## config.mk

```make
export PLATFORM = sky130hd
export DESIGN_NAME = udm_cpu_mem_arbiter
export DESIGN_NICKNAME = d
export VERILOG_FILES = /design/src/rtl/udm_cpu_mem_arbiter.sv
export SDC_FILE = /design/constraint.sdc
export NUM_CORES = 1
export LEC_CHECK = 0
export ABC_AREA = 1
export BUFFER_PORTS_ARGS = -buffer_cell sky130_fd_sc_hd__buf_2
export CAP_MARGIN = 15
export CORE_AREA = 2 2 123 125
export CTS_CLUSTER_SIZE = 40
export DETAILED_ROUTE_END_ITERATION = 10
export DIE_AREA = 0 0 125 127
export PLACE_DENSITY = 0.51
export SYNTH_ARGS = -nofsm -noshare
export SYNTH_HDL_FRONTEND = slang
export SYNTH_SLANG_ARGS = --single-unit
```

## constraint.sdc

```tcl
create_clock -name clk_i -period 1.3 [get_ports clk_i]
set_input_delay 0.26 -clock clk_i [delete_from_list [all_inputs] [get_ports clk_i]]
set_output_delay 0.26 -clock clk_i [all_outputs]
set_load 0.01 [all_outputs]
```

## src/rtl/udm_cpu_mem_arbiter.sv

```systemverilog
// Two-master (CPU data port / UART debug master) arbiter onto one memory port.
// Round-robin between masters, grant held through memory stalls, at most one read in flight.
module udm_cpu_mem_arbiter #(
    parameter int ADDR_WIDTH = 32,
    parameter int DATA_WIDTH = 32
) (
    input  logic                    clk_i,
    input  logic                    rst_i,

    input  logic                    cpu_req_i,
    input  logic                    cpu_we_i,
    input  logic [ADDR_WIDTH-1:0]   cpu_addr_i,
    input  logic [DATA_WIDTH/8-1:0] cpu_be_i,
    input  logic [DATA_WIDTH-1:0]   cpu_wdata_i,
    output logic                    cpu_ack_o,
    output logic                    cpu_resp_o,
    output logic [DATA_WIDTH-1:0]   cpu_rdata_o,

    input  logic                    udm_req_i,
    input  logic                    udm_we_i,
    input  logic [ADDR_WIDTH-1:0]   udm_addr_i,
    input  logic [DATA_WIDTH/8-1:0] udm_be_i,
    input  logic [DATA_WIDTH-1:0]   udm_wdata_i,
    output logic                    udm_ack_o,
    output logic                    udm_resp_o,
    output logic [DATA_WIDTH-1:0]   udm_rdata_o,

    output logic                    mem_req_o,
    output logic                    mem_we_o,
    output logic [ADDR_WIDTH-1:0]   mem_addr_o,
    output logic [DATA_WIDTH/8-1:0] mem_be_o,
    output logic [DATA_WIDTH-1:0]   mem_wdata_o,
    input  logic                    mem_ack_i,
    input  logic                    mem_resp_i,
    input  logic [DATA_WIDTH-1:0]   mem_rdata_i,

    output logic                    dbg_wait_resp_o
);

    // Handshake: a master holds req and payload stable until its ack; ack is
    // mem_ack_i routed to the granted master; resp pulses once per accepted read.
    typedef enum logic {
        ST_IDLE      = 1'b0,
        ST_WAIT_RESP = 1'b1
    } state_e;

    state_e state_q, state_d;
    logic   lock_q, lock_d;
    logic   lock_udm_q, lock_udm_d;
    logic   owner_udm_q, owner_udm_d;
    logic   last_udm_q, last_udm_d;
    logic   gnt_cpu, gnt_udm;
    logic   resp_valid;

    always_ff @(posedge clk_i) begin
        if (rst_i) begin
            state_q     <= ST_IDLE;
            lock_q      <= 1'b0;
            lock_udm_q  <= 1'b0;
            owner_udm_q <= 1'b0;
            last_udm_q  <= 1'b1;   // "UDM served last" so the CPU wins the first tie
        end else begin
            state_q     <= state_d;
            lock_q      <= lock_d;
            lock_udm_q  <= lock_udm_d;
            owner_udm_q <= owner_udm_d;
            last_udm_q  <= last_udm_d;
        end
    end

    always_comb begin
        gnt_cpu = 1'b0;
        gnt_udm = 1'b0;
        if (!rst_i && state_q == ST_IDLE) begin
            if (lock_q) begin
                gnt_cpu = !lock_udm_q && cpu_req_i;
                gnt_udm = lock_udm_q && udm_req_i;
            end else if (cpu_req_i && udm_req_i) begin
                gnt_cpu = last_udm_q;
                gnt_udm = !last_udm_q;
            end else begin
                gnt_cpu = cpu_req_i;
                gnt_udm = udm_req_i;
            end
        end
    end

    always_comb begin
        mem_req_o   = 1'b0;
        mem_we_o    = 1'b0;
        mem_addr_o  = '0;
        mem_be_o    = '0;
        mem_wdata_o = '0;
        if (gnt_cpu) begin
            mem_req_o   = 1'b1;
            mem_we_o    = cpu_we_i;
            mem_addr_o  = cpu_addr_i;
            mem_be_o    = cpu_be_i;
            mem_wdata_o = cpu_wdata_i;
        end else if (gnt_udm) begin
            mem_req_o   = 1'b1;
            mem_we_o    = udm_we_i;
            mem_addr_o  = udm_addr_i;
            mem_be_o    = udm_be_i;
            mem_wdata_o = udm_wdata_i;
        end
    end

    assign cpu_ack_o       = gnt_cpu && mem_ack_i;
    assign udm_ack_o       = gnt_udm && mem_ack_i;
    assign resp_valid      = !rst_i && state_q == ST_WAIT_RESP && mem_resp_i;
    assign cpu_resp_o      = resp_valid && !owner_udm_q;
    assign udm_resp_o      = resp_valid && owner_udm_q;
    assign cpu_rdata_o     = cpu_resp_o ? mem_rdata_i : '0;
    assign udm_rdata_o     = udm_resp_o ? mem_rdata_i : '0;
    assign dbg_wait_resp_o = !rst_i && state_q == ST_WAIT_RESP;

    always_comb begin
        state_d     = state_q;
        lock_d      = lock_q;
        lock_udm_d  = lock_udm_q;
        owner_udm_d = owner_udm_q;
        last_udm_d  = last_udm_q;
        case (state_q)
            ST_IDLE: begin
                if (mem_req_o && mem_ack_i) begin
                    last_udm_d = gnt_udm;
                    lock_d     = 1'b0;
                    if (!mem_we_o) begin
                        state_d     = ST_WAIT_RESP;
                        owner_udm_d = gnt_udm;
                    end
                end else if (mem_req_o) begin
                    lock_d     = 1'b1;
                    lock_udm_d = gnt_udm;
                end
            end
            ST_WAIT_RESP: begin
                if (mem_resp_i) begin
                    state_d = ST_IDLE;
                end
            end
            default: state_d = ST_IDLE;
        endcase
    end

endmodule

```

Yosys cells after proc, flatten, opt, wreduce, memory -nomap -nowiden
Cells that the tools add are included.
{"block": "classes", "n_shift": 0, "muxes": 24, "addsub": 0, "n_eq_ne": 0, "magnitude_cmp": 0, "bitwise": 3, "div_mod_pow": 0, "reduce_logical": 20, "mul": 0}
{"operator": "$mux W32", "n": 6}
{"operator": "$mux W1", "n": 15}
{"operator": "$logic_and A1 B1 Y1", "n": 11}
{"operator": "$mux W4", "n": 2}
{"operator": "$reduce_and A3 Y1", "n": 2}
{"operator": "$logic_not A1 Y1", "n": 4}
{"operator": "$reduce_and A2 Y1", "n": 2}
{"operator": "$not A1 Y1", "n": 3}
{"operator": "$pmux W1 S2", "n": 1}
{"operator": "$reduce_bool A2 Y1", "n": 1}
{"block": "word_totals", "mem_bits_ro": 0, "latchBits": 0, "out_inout_bits": 139, "word_cells": 52, "regBits": 5, "n_memories": 0, "mem_bits_rw": 0}

Logic depth before layout (Yosys ltp)
Gate-level depths: netlist of the first run.
{"block": "logic_depth", "word_depth": 9, "ltp_mapped": 10, "mapped_depth_nobuf": 10}

Worst setup path after synthesis of the first run
OpenSTA, ideal clock, no wires.
{"block": "synth_path", "path_kind": "reg-to-output", "startpoint": "register state_q", "endpoint": "output port cpu_rdata_o[10]", "n_path_buf": 1, "t_required_ns": 1.040, "stages_incl_launch_ff": 8, "slack_ns": -0.195, "t_arrival_ns": 1.235, "path_cell_list": "dfxtp_1 -> nand2_1 -> inv_2 -> nand2_1 -> nor2_1 -> inv_2 -> buf_2 -> nor2_1"}
{"block": "synth_via", "elab_chain_cells": 4}
{"item": "start: declaration", "line_no": "47", "source": "state_e state_q, state_d;"}
{"item": "start signal: assignment", "line_no": "63", "source": "state_q <= state_d;"}
{"item": "$logic_and A1 B1 Y1"}
{"item": "named net dbg_wait_resp_o", "line_no": "37", "source": "output logic dbg_wait_resp_o"}
{"item": "$logic_and A1 B1 Y1", "line_no": "111", "source": "assign resp_valid = !rst_i && state_q == ST_WAIT_RESP && mem_resp_i;"}
{"item": "$logic_and A1 B1 Y1", "line_no": "112", "source": "assign cpu_resp_o = resp_valid && !owner_udm_q;"}
{"item": "named net cpu_resp_o", "line_no": "16", "source": "output logic cpu_resp_o,"}
{"item": "$mux W32", "line_no": "114", "source": "assign cpu_rdata_o = cpu_resp_o ? mem_rdata_i : '0;"}
{"item": "end: declaration", "line_no": "17", "source": "output logic [DATA_WIDTH-1:0] cpu_rdata_o,"}
The timed path passes the listed nets, and every way through them passes these cells.

Worst setup path after layout of the first run
{"block": "layout_path", "startpoint": "register lock_udm_q", "endpoint": "output port mem_be_o[1]"}
{"block": "layout_via", "elab_chain_cells": 5}
{"item": "start: declaration", "line_no": "49", "source": "logic lock_udm_q, lock_udm_d;"}
{"item": "start signal: assignment", "line_no": "65", "source": "lock_udm_q <= lock_udm_d;"}
{"item": "$logic_and A1 B1 Y1 / $logic_not A1 Y1 (equally long branches)", "line_no": "77, 76"}
{"item": "$mux W1 / $logic_and A1 B1 Y1 (equally long branches)", "line_no": "75, 76"}
{"item": "$mux W1 (on tied branches)", "line_no": "74, 75"}
{"item": "$mux W4 / $mux W1 (equally long branches)", "line_no": "100, 74"}
{"item": "$mux W4 (*)", "line_no": "94", "source": "if (gnt_cpu) begin"}
{"item": "end: declaration", "line_no": "31", "source": "output logic [DATA_WIDTH/8-1:0] mem_be_o,"}
Every way passes the cells marked *; elsewhere a longest branch is shown, timed or not.

==> impl_metrics.toml, run 1 <==
[final_layout]
final_cell_mix = "209 x buf_2, 119 x buf_6, 62 x nor2_4"
layout-drive-gt1-share = 0.896
area_growth_pct = 258
nFillCells = 1483
final_util = 0.376
nets = 762
final_common_cell = "buf_2"

[drt]
dr.pass1.iters = 4
wl_per_cell_um = 16.9
vias_per_cell = 4.21
drtIter0Drc = 76
drt-total-wl_um = 13000
vias = 3248
drc = 0
postRouteAntennaNets = 0

[hold_path]
min-delay-start = "rst_i"
hold_path_class = "in2reg"

[sta]
period_share = 1.38
fin_skew_ns = 0.00136
worst_slack_ns = -0.499
finalSetupTns_ns = -57.31
fmax_mhz = 556
rsz0062_at_grt = "yes"
slew-limit-headroom = 0.819
tightest_slew_ns = 0.271
whs_ns = 0.329
hold_viol = 0
fin_crit_ns = 1.80
setup_viol = 143
slew_viol_final = 0

[clock_network]
hold_buffers = 0
cts_sinks = 5
cts_tree = "yes"
clock_path_buffers = 2
htree_num_levels = 1
cts_root_buf = "clkbuf_16"
clk_latency_ns = 0.23
cts_made_buffers = 3
path_clk_slew_ns = 0.03

[synth]
ys.warnings.count = 0
ys_types = 18
syn_area_per_cell_um2 = 6.29
yosys.area.top_type = "a32o_1"
yosysTopAreaCellShare = 0.449
netlist_instances = 241
syn-num-nets = 417
synth_area_leaders = "a32o_1 45%, nor2_1 18%, inv_1 8.9%, dfxtp_1 6.6%, buf_2 4.0%"
syn-cell-area_um2 = 1520
yosysSeqAreaShare = 0.0661
ys_seq_elements = 5

[die]
core_um2 = 14400
num_rows = 44
dieWidth_um = 125
ios = 315
initial_utilization = 0.105
die_area_um2 = 15900
die_h_um = 127

[place]
port_buffers = 314
place.gp.congestion = 0.734
hpwl_um = 9010
dpl_worst_slack_ns = -0.335

[global_route]
grt_pass1_vias = 3411
grt_pass1_wl_um = 19300
grt-ovfl-total = 0
grt_antenna_before_repair = 2
grt.met1_usage = 0.170
met3_usage = 0.0331
use_met2 = 0.295
grt.busiest_layer = "met2"
grt_max_degree = 37
grt_usage = 0.152

[setup_path]
startpoint_type = "flop"
setup.worst_path.class = "reg2out"
crit_fanout = 18
startpoint = "lock_udm_q"
endpoint_kind = "output port"
crit_arrival_ns = 1.54
crit_required_ns = 1.04
r2r-start = "lock_q"

[pwr]
p_per_area_nw_per_um2 = 513
total_power_uw = 2780
power_leakage_uw = 0.00297
vdd_ir_drop_max_uv = 259

[run_status]
failed_checks = "negative setup slack"
status = "finished with violations"

[job]
cap_violations = 0
-- path summary, 6_finish.rpt --
kind | cells after the start | to | slack (ns)
hold reg to reg | 2 | lock_udm_q | 0.48
setup reg to reg | 9 | owner_udm_q | -0.24
hold / removal | 3 | last_udm_q | 0.33
setup / recovery | 7 | mem_be_o[1] | -0.50
-- area by class of cell --
type	instances	area, um2	share of cell area
multi-input cells	166	1750	0.323
clock buffers	4	78.8	0.0145
well taps	184	230	0.0425
inverters	43	179	0.0330
repair buffers	367	3070	0.566
flip-flops and latches	5	110	0.0203
diodes	2	5.00	0.000923
-- sequential cells by signal (all words and copies together), names as in the netlist --
name / flops
lock_udm_q: 1
last_udm_q: 1
state_q: 1
owner_udm_q: 1
lock_q: 1
-- critical path, stage by stage, from the launching register on --
cell,delay [ns]
dfxtp_2,0.33
inv_2,0.05
buf_4,0.13
nand2_2,0.09
nand2_8,0.12
buf_12,0.18
a32o_2,0.28
buf_6,0.12
-- power breakdown --
| part | switching (uW) | total (uW) | internal (uW) |
|---|---|---|---|
| logic | 948 | 2080 | 1130 |
| clock network | 101 | 507 | 406 |
| registers | 23.4 | 196 | 173 |
| total | 1070 | 2780 | 1710 |
-- routing by layer --
| layer | up-vias | routed length, um | part of all wire |
|---|---|---|---|
| li1 | 1577 | - | - |
| met1 | 1474 | 4750 | 0.36 |
| met2 | 189 | 7120 | 0.55 |
| met3 | 8 | 992 | 0.076 |
| met4 | 0 | 163 | 0.013 |
| met5 | - | 0 | 0 |
-- timing repair --
action	CTS	global route
resized for setup	145	21
setup buffers	13	3
pin swaps	5	4
endpoints found under the setup margin	141	144
cloned	10	2
-- kinds of logic after synthesis --
group | after synthesis | share of synthesized area
and+or+nand+nor | 92 | 0.248
DFF | 5 | 0.0661
AOI/OAI and AO/OA | 74 | 0.476
buffers and inverters | 70 | 0.211
-- synthesized netlist by cell type --
cell type	instances
a21boi_2	1
a21oi_1	1
a21oi_2	1
a32o_1	68
buf_2	12
buf_4	3
buf_6	4
clkbuf_1	8
dfxtp_1	5
inv_1	36
inv_2	7
nand2_1	12
nand3_1	5
nand3_2	1
nand4_1	1
nor2_1	72
nor3b_4	1
o21ai_0	3
-- per-stage QoR --
stage | std cells | cell area, um2
2_1_floorplan | 241 | 2220
3_3_place_gp | 740 | 4050
3_5_place_dp | 740 | 4050
4_1_cts | 766 | 5310
5_1_grt | 771 | 5420
6_report | 771 | 5420
Power figures use the tool's default switching activity.
==> run 2, diff against run 1 <==
CELL_PAD_IN_SITES_DETAIL_PLACEMENT = 0   (was unset)
CELL_PAD_IN_SITES_GLOBAL_PLACEMENT = 1   (was unset)
CORE_AREA = unset   (was 2 2 123 125)
CORE_MARGIN = 2   (was unset)
CORE_UTILIZATION = 11   (was unset)
DIE_AREA = unset   (was 0 0 125 127)
PLACE_DENSITY = 0.82   (was 0.51)
==> run 2 against run 1 <==
Net effect: the flow still finishes with violations (negative setup slack); fmax is 1.2% lower; clock power is 3% higher; critical path type unchanged; core utilization is 6.0 points higher; sequential power hardly changed; highest routed layer unchanged; global-route usage is 0.55 points higher.
==> impl_metrics.toml, run 2 (synthesis gave the netlist of run 1 again) <==
[run_status]
status = "finished with violations"
failed_checks = "negative setup slack"

[die]
num_rows = 42
core_um2 = 13300
die_area_um2 = 14700
dieWidth_um = 121
initial_utilization = 0.114
die_h_um = 121
ios = 315

[drt]
dr.pass1.iters = 4
postRouteAntennaNets = 0
vias_per_cell = 4.45
vias = 3490
drc = 0
drtIter0Drc = 129
wl_per_cell_um = 19.2
drt-total-wl_um = 15000

[setup_path]
startpoint = "lock_q"
r2r-start = "state_q"
startpoint_type = "flop"
endpoint_kind = "output port"
setup.worst_path.class = "reg2out"
crit_required_ns = 1.04
crit_arrival_ns = 1.56
crit_fanout = 6

[final_layout]
area_growth_pct = 284
nets = 781
final_cell_mix = "193 x buf_2, 146 x buf_6, 66 x nor2_4"
final_common_cell = "buf_2"
fin_cells = 784
fin_area_um2 = 5820
nFillCells = 1262
layout-drive-gt1-share = 0.907
final_util = 0.436

[pwr]
switching_share = 0.390
power_leakage_uw = 0.00310
clockPowerShare = 0.170
p_comb_frac = 0.765
p_sw_uw = 1190
p_seq_frac = 0.065
internal_power_uw = 1860
p_per_area_nw_per_um2 = 526
vdd_ir_drop_max_uv = 263

[clock_network]
htree_num_levels = 1
path_clk_slew_ns = 0.03
cts_root_buf = "clkbuf_16"
clock_path_buffers = 2
cts_made_buffers = 3
hold_buffers = 0
cts_tree = "yes"
cts_sinks = 5
clk_latency_ns = 0.23

[place]
dp.cells = 738
hpwl_um = 9780
port_buffers = 314
dpl_worst_slack_ns = -0.327
place.gp.congestion = 0.783
dpl_cell_area_um2 = 4090

[sta]
slew-limit-headroom = 0.783
fin_skew_ns = 0.000684
hold_viol = 0
rsz0062_at_grt = "yes"
tightest_slew_ns = 0.325
fin_crit_ns = 1.82
fmax_mhz = 550
slew_viol_final = 0
whs_ns = 0.279
period_share = 1.40
worst_slack_ns = -0.520
setup_viol = 143

[global_route]
grt_usage = 0.158
grt_pass1_wl_um = 18100
grt_max_degree = 59
grt_pass1_vias = 3292
grt-ovfl-total = 0
grt_antenna_before_repair = 3

[hold_path]
min-delay-start = "mem_resp_i"
hold_path_class = "in2reg"

[job]
cap_violations = 0
-- run 2: stage by stage --
stage | TNS (ns) | power, uW
2_1_floorplan | -3.05 | 1030
3_3_place_gp | -33.18 | 1670
3_5_place_dp | -34.39 | 1670
4_1_cts | -57.58 | 2560
5_1_grt | -65.99 | 3200
6_report | -58.68 | 3060
-- run 2: what timing repair did --
action | in CTS | in global routing
pin swaps | 12 | 37
cloned | 6 | 14
setup endpoints to repair | 142 | 144
setup buffers | 16 | 13
resized for setup | 134 | 85
-- run 2: cell type report --
type / count / area, um2 / share of cell area
diodes: 4 / 10.0 / 0.00172
clock buffers: 4 / 78.8 / 0.0136
inverters: 43 / 189 / 0.0325
multi-input cells: 167 / 1820 / 0.313
flip-flops and latches: 5 / 110 / 0.0189
well taps: 176 / 220 / 0.0379
repair buffers: 384 / 3380 / 0.581
repair inverters: 1 / 8.76 / 0.00151
-- run 2: power by group through the flow --
stage          registers (uW)  logic [uW]  clock network [uW]
2_1_floorplan             187         842                   0
3_3_place_gp              191        1480                   0
3_5_place_dp              191        1480                   0
4_1_cts                   192        1830                 533
5_1_grt                   200        2460                 539
6_report                  198        2340                 521
-- run 2: worst paths after layout --
check                    to  slack [ns]  cells after the start
max          mem_addr_o[16]       -0.52                      8
min                 state_q        0.28                      2
max reg2reg      last_udm_q       -0.28                      9
min reg2reg      lock_udm_q        0.49                      2
-- run 2: critical path, stage by stage, from the launching register on --
cell and delay, ns:
dfxtp_4 0.36, inv_4 0.08, nand3_4 0.07, nand3_4 0.10, clkinv_8 0.10, buf_12 0.13
buf_16 0.12, a32o_2 0.22, buf_6 0.12
-- run 2: metal layers --
layer  vias to the layer above  GRT usage  share of wire
met5                         -          0              0
met4                         0     0.0366          0.024
met2                       217      0.310           0.54
met1                      1628      0.171           0.36
li1                       1621          -              -
met3                        24     0.0315          0.080
